--- src/rtl/mc_init_seq_if.sv ---
// Signals between the SDRAM init sequencer, the per-CS register files, the
// main controller's bus arbiter and the pin driver.
interface mc_init_seq_if #(
    parameter int N_CS = 8
);
    logic [N_CS-1:0] init_req;
    logic [N_CS-1:0] lmr_req;
    logic [N_CS-1:0] init_ack;
    logic [N_CS-1:0] lmr_ack;
    logic [2:0]      cs_sel;
    logic [31:0]     tms;
    logic            bus_req;
    logic            bus_gnt;
    logic [2:0]      cmd;
    logic            cmd_valid;
    logic            cmd_ready;
    logic [N_CS-1:0] cmd_cs;
    logic [12:0]     mode_val;

    modport master (
        input  init_req, lmr_req, tms, bus_gnt, cmd_ready,
        output init_ack, lmr_ack, cs_sel, bus_req, cmd, cmd_valid, cmd_cs, mode_val
    );

    modport slave (
        output init_req, lmr_req, tms, bus_gnt, cmd_ready,
        input  init_ack, lmr_ack, cs_sel, bus_req, cmd, cmd_valid, cmd_cs, mode_val
    );
endinterface

--- src/rtl/mc_init_seq.sv ---
// SDRAM power-up / load-mode sequencer: arbitrates per-CS requests, takes the
// memory bus, issues PRECHARGE-ALL / AUTO-REFRESH / LOAD-MODE and acks the CS.
module mc_init_seq #(
    parameter int N_CS    = 8,
    parameter int REF_CNT = 2,
    parameter int TMRD    = 2
) (
    input  logic          clk,
    input  logic          rst,
    mc_init_seq_if.master bus
);
    localparam logic [2:0] CMD_NOP = 3'b000;
    localparam logic [2:0] CMD_PRE = 3'b001;
    localparam logic [2:0] CMD_REF = 3'b010;
    localparam logic [2:0] CMD_LMR = 3'b011;

    typedef enum logic [3:0] {
        S_IDLE, S_WAIT_GNT, S_PRE, S_TRP, S_REF, S_TRFC, S_LMR, S_TMRD, S_ACK
    } state_t;

    state_t          state, state_nxt;
    logic [3:0]      timer, timer_d;
    logic [3:0]      ref_cnt, ref_d;
    logic [3:0]      trp_l, trfc_l;
    logic [12:0]     mode_l;
    logic            kind_init, kind_d;
    logic            accept;

    logic [N_CS-1:0] init_ack_q, init_ack_d;
    logic [N_CS-1:0] lmr_ack_q, lmr_ack_d;
    logic [2:0]      cs_sel_q, cs_sel_d;
    logic            bus_req_q, bus_req_d;
    logic [2:0]      cmd_q, cmd_d;
    logic            cmd_valid_q, cmd_valid_d;
    logic [N_CS-1:0] cmd_cs_q, cmd_cs_d;
    logic [12:0]     mode_val_q, mode_val_d;

    logic            arb_hit, arb_init;
    logic [2:0]      arb_idx;

    assign accept = cmd_valid_q & bus.cmd_ready;

    // Fixed priority: any init beats any lmr, lowest index wins within a class.
    always_comb begin
        arb_hit  = 1'b0;
        arb_init = 1'b0;
        arb_idx  = 3'd0;
        for (int i = N_CS - 1; i >= 0; i--) begin
            if (bus.lmr_req[i]) begin
                arb_hit = 1'b1;
                arb_idx = 3'(i);
            end
        end
        for (int i = N_CS - 1; i >= 0; i--) begin
            if (bus.init_req[i]) begin
                arb_hit  = 1'b1;
                arb_init = 1'b1;
                arb_idx  = 3'(i);
            end
        end
    end

    always_ff @(posedge clk or negedge rst) begin
        if (!rst) begin
            state       <= S_IDLE;
            timer       <= '0;
            ref_cnt     <= '0;
            trp_l       <= '0;
            trfc_l      <= '0;
            mode_l      <= '0;
            kind_init   <= 1'b0;
            init_ack_q  <= '0;
            lmr_ack_q   <= '0;
            cs_sel_q    <= '0;
            bus_req_q   <= 1'b0;
            cmd_q       <= CMD_NOP;
            cmd_valid_q <= 1'b0;
            cmd_cs_q    <= '0;
            mode_val_q  <= '0;
        end else begin
            state       <= state_nxt;
            timer       <= timer_d;
            ref_cnt     <= ref_d;
            kind_init   <= kind_d;
            init_ack_q  <= init_ack_d;
            lmr_ack_q   <= lmr_ack_d;
            cs_sel_q    <= cs_sel_d;
            bus_req_q   <= bus_req_d;
            cmd_q       <= cmd_d;
            cmd_valid_q <= cmd_valid_d;
            cmd_cs_q    <= cmd_cs_d;
            mode_val_q  <= mode_val_d;
            // Timing snapshot taken in the grant cycle; later tms changes are ignored.
            if (state == S_WAIT_GNT && bus.bus_gnt) begin
                trp_l  <= bus.tms[23:20];
                trfc_l <= bus.tms[27:24];
                mode_l <= bus.tms[12:0];
            end
        end
    end

    always_comb begin
        state_nxt = state;
        timer_d   = timer;
        ref_d     = ref_cnt;
        case (state)
            S_IDLE:     if (arb_hit) state_nxt = S_WAIT_GNT;
            S_WAIT_GNT: if (bus.bus_gnt) begin
                state_nxt = S_PRE;
                ref_d     = '0;
            end
            S_PRE:      if (accept) begin
                state_nxt = S_TRP;
                timer_d   = trp_l;
            end
            S_TRP:      if (timer == 4'd0) state_nxt = kind_init ? S_REF : S_LMR;
                        else timer_d = timer - 4'd1;
            S_REF:      if (accept) begin
                state_nxt = S_TRFC;
                ref_d     = ref_cnt + 4'd1;
                timer_d   = trfc_l;
            end
            S_TRFC:     if (timer == 4'd0) state_nxt = (ref_cnt < 4'(REF_CNT)) ? S_REF : S_LMR;
                        else timer_d = timer - 4'd1;
            S_LMR:      if (accept) begin
                state_nxt = S_TMRD;
                timer_d   = 4'(TMRD - 1);
            end
            S_TMRD:     if (timer == 4'd0) state_nxt = S_ACK;
                        else timer_d = timer - 4'd1;
            S_ACK:      state_nxt = S_IDLE;
            default:    state_nxt = S_IDLE;
        endcase
    end

    // Output values are decoded from the next state so they register in step with it.
    always_comb begin
        bus_req_d   = !(state_nxt inside {S_IDLE, S_ACK});
        cmd_valid_d = state_nxt inside {S_PRE, S_REF, S_LMR};
        case (state_nxt)
            S_PRE:   cmd_d = CMD_PRE;
            S_REF:   cmd_d = CMD_REF;
            S_LMR:   cmd_d = CMD_LMR;
            default: cmd_d = CMD_NOP;
        endcase
        init_ack_d = '0;
        lmr_ack_d  = '0;
        if (state_nxt == S_ACK) begin
            if (kind_init) init_ack_d = N_CS'(1) << cs_sel_q;
            else           lmr_ack_d  = N_CS'(1) << cs_sel_q;
        end
        cs_sel_d = cs_sel_q;
        kind_d   = kind_init;
        cmd_cs_d = cmd_cs_q;
        if (state == S_IDLE && state_nxt == S_WAIT_GNT) begin
            cs_sel_d = arb_idx;
            kind_d   = arb_init;
            cmd_cs_d = N_CS'(1) << arb_idx;
        end else if (!bus_req_d) begin
            cmd_cs_d = '0;
        end
        mode_val_d = (state_nxt == S_LMR) ? mode_l : mode_val_q;
    end

    assign bus.init_ack  = init_ack_q;
    assign bus.lmr_ack   = lmr_ack_q;
    assign bus.cs_sel    = cs_sel_q;
    assign bus.bus_req   = bus_req_q;
    assign bus.cmd       = cmd_q;
    assign bus.cmd_valid = cmd_valid_q;
    assign bus.cmd_cs    = cmd_cs_q;
    assign bus.mode_val  = mode_val_q;
endmodule

--- src/flat_wrapper.sv ---
// flat-port wrapper written by rule: the top's interface ports become plain ports
module mc_init_seq_flat 
#(
    parameter int N_CS    = 8,
    parameter int REF_CNT = 2,
    parameter int TMRD    = 2
)
  (clk, rst, bus_init_req, bus_lmr_req, bus_tms, bus_bus_gnt, bus_cmd_ready, bus_init_ack, bus_lmr_ack, bus_cs_sel, bus_bus_req, bus_cmd, bus_cmd_valid, bus_cmd_cs, bus_mode_val);
  mc_init_seq_if #(.N_CS(N_CS)) bus_i ();
  input  logic clk;
  input  logic rst;
  input wire logic [$bits(bus_i.init_req)-1:0] bus_init_req;
  input wire logic [$bits(bus_i.lmr_req)-1:0] bus_lmr_req;
  input wire logic [$bits(bus_i.tms)-1:0] bus_tms;
  input wire logic [$bits(bus_i.bus_gnt)-1:0] bus_bus_gnt;
  input wire logic [$bits(bus_i.cmd_ready)-1:0] bus_cmd_ready;
  output wire logic [$bits(bus_i.init_ack)-1:0] bus_init_ack;
  output wire logic [$bits(bus_i.lmr_ack)-1:0] bus_lmr_ack;
  output wire logic [$bits(bus_i.cs_sel)-1:0] bus_cs_sel;
  output wire logic [$bits(bus_i.bus_req)-1:0] bus_bus_req;
  output wire logic [$bits(bus_i.cmd)-1:0] bus_cmd;
  output wire logic [$bits(bus_i.cmd_valid)-1:0] bus_cmd_valid;
  output wire logic [$bits(bus_i.cmd_cs)-1:0] bus_cmd_cs;
  output wire logic [$bits(bus_i.mode_val)-1:0] bus_mode_val;
  assign bus_i.init_req = bus_init_req;
  assign bus_i.lmr_req = bus_lmr_req;
  assign bus_i.tms = bus_tms;
  assign bus_i.bus_gnt = bus_bus_gnt;
  assign bus_i.cmd_ready = bus_cmd_ready;
  assign bus_init_ack = bus_i.init_ack;
  assign bus_lmr_ack = bus_i.lmr_ack;
  assign bus_cs_sel = bus_i.cs_sel;
  assign bus_bus_req = bus_i.bus_req;
  assign bus_cmd = bus_i.cmd;
  assign bus_cmd_valid = bus_i.cmd_valid;
  assign bus_cmd_cs = bus_i.cmd_cs;
  assign bus_mode_val = bus_i.mode_val;
  mc_init_seq #(.N_CS(N_CS), .REF_CNT(REF_CNT), .TMRD(TMRD)) u_core (.clk(clk), .rst(rst), .bus(bus_i));
endmodule
--- config.mk ---
export PLATFORM = sky130hd
export DESIGN_NAME = mc_init_seq_flat
export DESIGN_NICKNAME = d
export VERILOG_FILES = /design/src/rtl/mc_init_seq_if.sv /design/src/rtl/mc_init_seq.sv /design/src/flat_wrapper.sv
export SDC_FILE = /design/constraint.sdc
export NUM_CORES = 1
export LEC_CHECK = 0
export BUFFER_PORTS_ARGS = -buffer_cell sky130_fd_sc_hd__buf_2
export CORE_MARGIN = 2
export CORE_UTILIZATION = 30
export CTS_CLUSTER_DIAMETER = 100
export DETAILED_ROUTE_END_ITERATION = 8
export PLACE_DENSITY = 0.56
export SYNTH_ARGS = -nofsm -noshare
export SYNTH_HDL_FRONTEND = slang
export SYNTH_SLANG_ARGS = --single-unit
--- constraint.sdc ---
create_clock -name clk -period 2.93 [get_ports clk]
set_input_delay 0.293 -clock clk [delete_from_list [all_inputs] [get_ports clk]]
set_output_delay 0.293 -clock clk [all_outputs]
set_load 0.02 [all_outputs]
==> metrics.cfg, run 1 <==
[floorplanning]
io_pins=97
num_rows=39
core_sq_um=11400
die_w_microns=112
die_area_sq_um=12500
start_util=0.306
die_h_microns=112

[clock_tree]
cts_max_level=3
worstSkewPairLatency_ns=0.33
numCtsBuffers=9
root_buffer=clkbuf_16
cts_sinks=78
ctsHoldBuffers=0
cts.path.max_buffers=2
post_cts_buffers=0
cts_tree=yes
clkTransAtPathRegs_ns=0.07
cts.repair.resized=0

[sta]
relSlewSlack=0.357
setup-tns-final_ns=0
rsz0062_at_grt=false
min_period_ns=2.53
finalHoldViolCount=0
maxSlewViolCount=0
fin_crit_sh=0.864
tightest_slew_ns=0.965
finalSetupViolCount=0
finClkSkew_ns=0.00974
fmax_mhz=395

[global_routing]
track_usage=0.124
grt_max_degree=79
grt_pass1_wl_microns=12500
antenna_found_initial=0
overflow=0
first_global_vias=2517

[layout]
fin_nets=424
finalNonFillerCells=517
drive_gt1_frac=0.406
area_growth_pct=25.0
antennaDiodeCount=0
fin_util=0.383

[detailed_routing]
via_per_inst=4.72
vias=2442
avgRoutedWirePerCell_microns=14.4
first_pass_iters=4
dr.first_iter.drc_count=51
wl_microns=7440
drtAntennaViolNets=0
drc_errors=0

[setup_path]
end_kind=register
worst-path-max-fanout=15
critPathKind=reg -> reg
required_ns=3.14
critPathLaunchType=register
cp.arrival_ns=2.74

[placed_design]
dp_cells=501
gp_congestion=0.812
port_buffers=84
hpwl_microns=5350

[outcome]
status=finished clean

[power]
ir_drop_mv=0.348
power_mw=4.50
pwr_density_cell_nw_per_um2=1030
leakage_nw=2.07

[synth]
syn-cell-area_sq_um=3480
yosys_most_used_dff=dfrtp_1
synth_async_sr_flop_share=1.00
yosysWarnings=0
syn_nets=339
synth_seq_cells=78
synthCells=284
synth_enable_flop_cells=0
synth_area_per_cell_sq_um=12.3
ys_seq_area_frac=0.560
ys_types=60

[flow_run]
maxCapViolCount=0

[min_path]
hp-class=in -> async

critical path, stage by stage, from the launching register on:
cell     delay, ns
dfrtp_1       0.52
or4_1         0.63
a41oi_4       0.28
or2_1         0.27
or3_4         0.34
mux2_2        0.36
routing by layer:
| layer | track usage | vias up | wire length (microns) |
|---|---|---|---|
| li1 | - | 1188 | - |
| met1 | 0.159 | 1205 | 3310 |
| met2 | 0.208 | 39 | 3770 |
| met3 | 0.0299 | 10 | 246 |
| met4 | 0.0403 | 0 | 120 |
| met5 | 0 | - | 0 |
cell families (layout without fill, tap and decap cells):
kind of cell / after synthesis / count (layout) / share of synthesized area
AOI/OAI and AO/OA: 44 / 44 / 0.0984
xor gates and xnor gates: 5 / 5 / 0.0126
adders and majority gates: 3 / 3 / 0.0108
buffers and inverters: 22 / 112 / 0.0338
DFF: 78 / 78 / 0.560
muxes: 38 / 38 / 0.133
other: 1 / 1 / 0.00108
and+or+nand+nor: 93 / 93 / 0.150
cell usage in the layout, fill, tap and decap left out, types with 3 or more instances in the layout:
cell and n:
o31ai_1 3, a21oi_1 7, nor4_1 3, nor3_1 8, mux2_2 27, inv_1 10, a31oi_1 3, ha_1 3
buf_2 83, buf_4 3, a32o_1 6, xor2_1 3, nor2b_1 3, nand3_1 5, o21ai_0 6, and2_1 4
mux2_4 10, nand2_1 13, nor2_1 34, clkbuf_16 9, dfrtp_1 78
final cells by class:
class	count	area (sq um)
timing repair buffer	86	438
clock buffer	10	239
tap	143	179
sequential	78	1950
inverter	10	37.5
multi-input combinational	184	1410
clock inverter	6	93.8
fill	1141	7020
final timing paths:
| path | from | endpoint | slack (ns) | cells past startpoint |
|---|---|---|---|---|
| worst min register to register | u_core.bus.cmd_cs[0] | u_core.bus.cmd_cs[0] | 0.48 | 2 |
| worst min-delay path | rst | u_core.mode_l[12] | 0.1 | 1 |
| worst max-delay path | u_core.state[1] | u_core.bus.mode_val[0] | 0.40 | 5 |
| worst max register to register | u_core.state[1] | u_core.bus.mode_val[0] | 0.40 | 5 |
| min in group clk | bus_tms[2] | u_core.mode_l[2] | 0.19 | 2 |
| max in group asynchronous | rst | u_core.trp_l[2] | 2.18 | 1 |
report_power, final:
group	leakage, nW	internal [mW]	switching [mW]	total [mW]
Sequential	0.989	1.45	0.259	1.71
Clock	0.159	0.775	0.438	1.21
Combinational	0.924	0.748	0.835	1.58
Total	2.07	2.97	1.53	4.50
Yosys cell counts, drive strengths merged, types with 2 or more instances:
cell | count | area (sq um)
dfrtp | 78 | 1950
mux2 | 37 | 454
nor2 | 35 | 134
nand2 | 13 | 48.8
inv | 10 | 37.5
nor3 | 8 | 40.0
a21oi | 7 | 35.0
clkbuf | 7 | 26.3
nor4 | 7 | 86.3
a32o | 6 | 60.1
o21ai | 6 | 30.0
buf | 5 | 53.8
nand3 | 5 | 25.0
and2 | 4 | 25.0
a31oi | 3 | 18.8
ha | 3 | 37.5
nor2b | 3 | 18.8
o31ai | 3 | 22.5
or3 | 3 | 23.8
xor2 | 3 | 26.3
a211o | 2 | 17.5
and3 | 2 | 13.8
nand3b | 2 | 15.0
o22ai | 2 | 12.5
o31a | 2 | 17.5
or2 | 2 | 12.5
or2b | 2 | 15.0
or4b | 2 | 20.0
xnor2 | 2 | 17.5
registers in the layout, summed over array words and instances, names as in the netlist:
register	cells
u_core.bus.init_ack	8
u_core.bus.lmr_ack	8
u_core.trp_l	4
u_core.bus.cmd	2
u_core.bus.cmd_cs	8
u_core.bus.bus_req	1
u_core.kind_init	1
u_core.mode_l	13
u_core.state	4
u_core.timer	4
u_core.trfc_l	4
u_core.ref_cnt	4
u_core.bus.cs_sel	3
u_core.bus.mode_val	13
u_core.bus.cmd_valid	1
through the flow:
step	worst slack [ns]	instance area (sq um)	hold WS (ns)
4_1_cts	0.376	4350	0.166
3_5_place_dp	0.386	4020	0.467
6_report	0.399	4350	0.0968
5_1_grt	0.258	4350	0.185
3_3_place_gp	0.409	4020	0.462
2_1_floorplan	0.552	3480	-0.00259
Power figures use the tool's default switching activity.
==> run 2: changes to the inputs <==
--- a/config.mk
+++ b/config.mk
@@ -11,6 +11,7 @@
 export CTS_CLUSTER_DIAMETER = 100
 export DETAILED_ROUTE_END_ITERATION = 8
 export PLACE_DENSITY = 0.56
+export SETUP_SLACK_MARGIN = 0.5
 export SYNTH_ARGS = -nofsm -noshare
 export SYNTH_HDL_FRONTEND = slang
 export SYNTH_SLANG_ARGS = --single-unit
==> metrics.cfg, run 2 (synthesis results as in run 1) <==
[outcome]
status=finished clean  ; unchanged

[power]
pwr-share-comb=0.365  ; was 0.352
power_mw=4.60  ; was 4.50 mW
internal-power_mw=3.02  ; was 2.97 mW
leakage_nw=2.08  ; was 2.07 nW
clockPowerShare=0.264  ; was 0.269
pwr_density_cell_nw_per_um2=1040  ; was 1030 nW/um^2
netSwitchingFraction=0.343  ; was 0.340
ir_drop_mv=0.350  ; was 0.348 mV
p_sw_mw=1.58  ; was 1.53 mW
sequentialPowerShare=0.372  ; was 0.379

[sta]
rsz0062_at_grt=false  ; unchanged
finClkSkew_ns=0.00993  ; was 0.00974 ns
setup-tns-final_ns=0  ; unchanged
tightest_slew_ns=0.965  ; about the same
fin_crit_sh=0.789  ; was 0.864
fmax_mhz=432  ; was 395 MHz
maxSlewViolCount=0  ; unchanged
relSlewSlack=0.357  ; about the same
holdWs_ns=0.0966  ; was 0.0968 ns
finalHoldViolCount=0  ; unchanged
finalSetupViolCount=0  ; unchanged
min_period_ns=2.31  ; was 2.53 ns

[detailed_routing]
drc_errors=0  ; unchanged
avgRoutedWirePerCell_microns=14.7  ; was 14.4 microns
via_per_inst=4.76  ; was 4.72
vias=2472  ; was 2442
drtAntennaViolNets=0  ; unchanged
wl_microns=7630  ; was 7440 microns
dr.first_iter.drc_count=60  ; was 51
first_pass_iters=6  ; was 4

[clock_tree]
root_buffer=clkbuf_16  ; unchanged
worstSkewPairLatency_ns=0.33  ; about the same
clkTransAtPathRegs_ns=0.06  ; was 0.07 ns
cts.path.max_buffers=2  ; unchanged
numCtsBuffers=9  ; unchanged
cts_max_level=3  ; unchanged
cts_tree=yes  ; unchanged
cts_sinks=78  ; unchanged

[floorplanning]
core_sq_um=11400  ; unchanged
die_area_sq_um=12500  ; unchanged
io_pins=97  ; unchanged
die_w_microns=112  ; unchanged
num_rows=39  ; unchanged
die_h_microns=112  ; unchanged
start_util=0.306  ; unchanged

[setup_path]
required_ns=3.14  ; about the same
reg2reg_slack_ns=0.62  ; was 0.40 ns
cp.arrival_ns=2.52  ; was 2.74 ns
end_kind=register  ; unchanged
critPathLaunchType=register  ; unchanged
worst-path-max-fanout=15  ; unchanged
critPathKind=reg -> reg  ; unchanged

[layout]
layout.cells.most_common=buf_2  ; unchanged
antennaDiodeCount=0  ; unchanged
layout_common_cells=buf_2, dfrtp_1, nor2_1  ; unchanged
drive_gt1_frac=0.423  ; was 0.406
finalNonFillerCells=519  ; was 517
area_growth_pct=26.3  ; was 25.0%
fin_nets=426  ; was 424
final_area_sq_um=4400  ; was 4350 sq um

[global_routing]
track_usage=0.127  ; was 0.124
grt_max_degree=79  ; unchanged
met1_usage=0.161  ; was 0.159
grt_use_met3=0.0316  ; was 0.0299
overflow=0  ; unchanged
grt_util_met2=0.214  ; was 0.208
grt_pass1_wl_microns=12800  ; was 12500 microns
busiest_layer=met2  ; unchanged
antenna_found_initial=0  ; unchanged
first_global_vias=2535  ; was 2517

[flow_run]
maxCapViolCount=0  ; unchanged

[placed_design]
placed_cell_area_sq_um=4020  ; unchanged
gp_congestion=0.812  ; unchanged
hpwl_microns=5350  ; unchanged
dp_cells=501  ; unchanged
port_buffers=84  ; unchanged

[min_path]
hp-class=in -> async  ; unchanged

[run 2: layout make-up]
| cell class | count | area, sq um |
|---|---|---|
| fillers | 1137 | 6970 |
| clock buffers | 10 | 239 |
| well taps | 143 | 179 |
| repair buffers | 87 | 445 |
| inverters | 10 | 37.5 |
| clock inverters | 6 | 93.8 |
| flip-flops and latches | 78 | 1950 |
| multi-input cells | 185 | 1450 |
[run 2: power groups by stage]
stage / Clock [mW] / Sequential (mW) / Combinational [mW]
after floorplan: 0 / 1.83 / 1.09
after global placement: 0 / 1.71 / 1.56
after detailed placement: 0 / 1.73 / 1.61
after CTS: 1.25 / 1.71 / 1.68
after global routing: 1.30 / 1.77 / 1.85
final: 1.21 / 1.71 / 1.68
[run 2: layer usage]
metal | part of all wire | vias to the layer above
met4 | 0.021 | 0
met1 | 0.44 | 1217
met5 | 0 | -
met2 | 0.50 | 44
li1 | - | 1198
met3 | 0.038 | 13
[run 2: what timing repair did]
action,4_1_cts,5_1_grt
gates resized for setup,4,4
gates cloned,1,0
pin swaps,1,1
setup buffers,0,1
setup endpoints to repair,13,14
hold buffers,0,0
[run 2: critical path: stages, from the launching register on]
cell and delay [ns]:
dfrtp_2 0.49, or4_1 0.60, a41oi_4 0.29, or2_4 0.24
or3_4 0.23, mux2_2 0.35
[run 2: path summary, 6_finish.rpt]
path / start / to / cells after the start
min reg2reg: u_core.bus.cmd_cs[0] / u_core.bus.cmd_cs[0] / 2
max in group asynchronous: rst / u_core.state[3] / 1
min in group clk: bus_tms[2] / u_core.mode_l[2] / 2
max: u_core.state[1] / u_core.bus.mode_val[0] / 5
max reg2reg: u_core.state[1] / u_core.bus.mode_val[0] / 5
min: rst / u_core.mode_l[12] / 1
[run 2: metrics by stage]
stage | util | setup WS (ns)
global route | 0.387 | 0.540
detailed placement | 0.354 | 0.386
finish | 0.387 | 0.618
CTS | 0.385 | 0.547
global placement | 0.354 | 0.409
floorplan | - | 0.552
==> run 3: changes to the inputs <==
==> constraint.sdc (replaced) <==
create_clock -name clk -period 2.31 [get_ports clk]
set_input_delay 0.231 -clock clk [delete_from_list [all_inputs] [get_ports clk]]
set_output_delay 0.231 -clock clk [all_outputs]
set_load 0.02 [all_outputs]
==> metrics.cfg, run 3 (synthesis results as in run 1) <==
[sta]
fmax_mhz=459  ; was 432 MHz
setup-tns-final_ns=0  ; unchanged
finalHoldViolCount=0  ; unchanged
fin_crit_sh=0.943  ; was 0.789
min_period_ns=2.18  ; was 2.31 ns
relSlewSlack=0.590  ; was 0.357
rsz0062_at_grt=true  ; was false
setup_slack_ns=0.132  ; was 0.618 ns
finClkSkew_ns=0.00736  ; was 0.00993 ns
finalSetupViolCount=0  ; unchanged
maxSlewViolCount=0  ; unchanged
tightest_slew_ns=0.606  ; was 0.965 ns

[setup_path]
path_buf_inv=1  ; was 0
reg2reg_slack_ns=0.13  ; was 0.62 ns
end_kind=register  ; unchanged
worst-path-max-fanout=7  ; was 15
crit_chain=inv_2, ha_4, and4bb_4, o32ai_2, or2_4, or3_4, mux2_4  ; was or4_1, a41oi_4, or2_4, or3_4, mux2_2
slowest_stage=or3_4  ; was or4_1
slowest_delay_ns=0.48  ; was 0.60 ns
path_delay_family=simple AND/OR/NAND/NOR gates  ; unchanged
worstReg2RegStart=u_core.timer[0]  ; was u_core.state[1]
crit_start=u_core.timer[0]  ; was u_core.state[1]
required_ns=2.52  ; was 3.14 ns
critPathKind=reg -> reg  ; unchanged
r2r.worst_path.cells=7  ; was 5
reg2reg_to=u_core.bus.mode_val[8]  ; was u_core.bus.mode_val[0]
critPathLaunchType=register  ; unchanged
cp.arrival_ns=2.39  ; was 2.52 ns

[floorplanning]
die_h_microns=112  ; unchanged
die_area_sq_um=12500  ; unchanged
num_rows=39  ; unchanged
die_w_microns=112  ; unchanged
start_util=0.306  ; unchanged
core_sq_um=11400  ; unchanged
io_pins=97  ; unchanged

[layout]
layout.cells.most_common=buf_2  ; unchanged
antennaDiodeCount=0  ; unchanged
fin_nets=459  ; was 426
drive_gt1_frac=0.538  ; was 0.423
area_growth_pct=45.0  ; was 26.3%
layout_common_cells=buf_2, dfrtp_1, mux2_4  ; was buf_2, dfrtp_1, nor2_1

[detailed_routing]
drc_errors=0  ; unchanged
highest_layer=met5  ; was met4
via_per_inst=4.93  ; was 4.76
dr.first_iter.drc_count=156  ; was 60
dr_wl_met3_microns=404  ; was 292 microns
first_pass_iters=4  ; was 6
avgRoutedWirePerCell_microns=15.9  ; was 14.7 microns
met1_length_microns=4010  ; was 3360 microns
vias=2720  ; was 2472
drtAntennaViolNets=0  ; unchanged
wl_microns=8780  ; was 7630 microns
wl_met2_microns=4220  ; was 3830 microns

[clock_tree]
root_buffer=clkbuf_16  ; unchanged
cts.path.max_buffers=2  ; unchanged
clkTransAtPathRegs_ns=0.06  ; about the same
worstSkewPairLatency_ns=0.33  ; about the same
numCtsBuffers=9  ; unchanged
cts_tree=yes  ; unchanged
cts_max_level=3  ; unchanged
cts_sinks=78  ; unchanged

[power]
clockPowerShare=0.233  ; was 0.264
power_mw=6.71  ; was 4.60 mW
netSwitchingFraction=0.337  ; was 0.343
ir_drop_mv=0.556  ; was 0.350 mV
sequentialPowerShare=0.323  ; was 0.372
p_sw_mw=2.26  ; was 1.58 mW
pwr_density_cell_nw_per_um2=1330  ; was 1040 nW/um^2
internal-power_mw=4.45  ; was 3.02 mW
leakage_nw=2.39  ; was 2.08 nW
pwr-share-comb=0.445  ; was 0.365

[min_path]
min_to=u_core.trfc_l[2]
hp-class=in -> reg  ; was in -> async
hp-start=bus_tms[26]
min_path_cells=2

[placed_design]
hpwl_microns=5550  ; was 5350 microns
gp_congestion=0.834  ; was 0.812
port_buffers=84  ; unchanged
place_ws_ns=0.0491  ; was 0.386 ns

[outcome]
status=finished clean  ; unchanged

[global_routing]
grt_pass1_wl_microns=14400  ; was 12800 microns
track_usage=0.147  ; was 0.127
antenna_found_initial=1  ; was 0
grt_max_degree=45  ; was 79
first_global_vias=2802  ; was 2535
overflow=0  ; unchanged

[flow_run]
maxCapViolCount=0  ; unchanged

==> run 3: cell count changes in the layout (fill, tap and decap cells not counted), sizes merged <==
| cell | change |
|---|---|
| clkinvlp | -1 |
| inv | -1 |
| buf | +32 |
| dlygate4sd3 | +1 |
| clkbuf | +3 |
| clkinv | -1 |
==> run 3: final cells by class <==
cell class,instances,area [sq um]
timing repair buffer,120,835
clock buffer,13,270
clock inverter,3,65.1
tap,143,179
sequential,78,1950
inverter,10,37.5
fill,1064,6320
multi-input combinational,185,1710
==> run 3: worst reg2reg max path: cells and delay by family (launching register included) <==
family	cells	cell delay [ns]
flip-flops	1	0.39
adder cells (fa/ha/maj)	1	0.12
AND/OR/NAND/NOR	3	1.03
buffers and inverters	1	0.08
multiplexers	1	0.33
AO/OA/AOI/OAI	1	0.10
==> run 3: power by group through the flow <==
stage          combinational [mW]  clock, mW  sequential, mW
4_1_cts                      2.86       1.61            2.16
3_3_place_gp                 2.26          0            2.16
6_report                     2.99       1.56            2.16
2_1_floorplan                1.51          0            2.33
5_1_grt                      3.19       1.66            2.23
3_5_place_dp                 2.30          0            2.17
==> run 3: per-stage QoR <==
step	instances	utilization	instance area (sq um)	hold WS, ns
floorplan	284	-	3570	-0.0646
global placement	516	0.371	4220	0.216
detailed placement	516	0.371	4220	0.223
CTS	551	0.435	4950	0.115
global route	552	0.444	5050	0.121
finish	552	0.444	5050	0.128
==> run 3: repair_timing <==
item | CTS | global route
hold buffers | 1 | 0
buffers inserted | 14 | 1
pin swaps | 10 | 17
resized for setup | 49 | 21
gates cloned | 4 | 0
hold endpoints to repair | 34 | 0
endpoints found under the setup margin | 67 | 70
==> run 3: layer usage <==
layer | vias to the layer above | GRT usage
met5 | - | 0
met3 | 12 | 0.0397
li1 | 1275 | -
met4 | 2 | 0.0543
met2 | 56 | 0.234
met1 | 1375 | 0.194
==> run 3: worst max path at each step <==
stage	slack, ns	endpoint	cells after the start
6_report	0.13	u_core.bus.mode_val[8]	7
5_1_grt	0.07	u_core.bus.mode_val[7]	7
4_1_cts	0.12	u_core.bus.mode_val[5]	7
3_5_place_dp	0.05	u_core.bus.mode_val[3]	7
3_3_place_gp	0.1	u_core.bus.mode_val[11]	7
2_1_floorplan	-0.006	u_core.bus.mode_val[10]	10
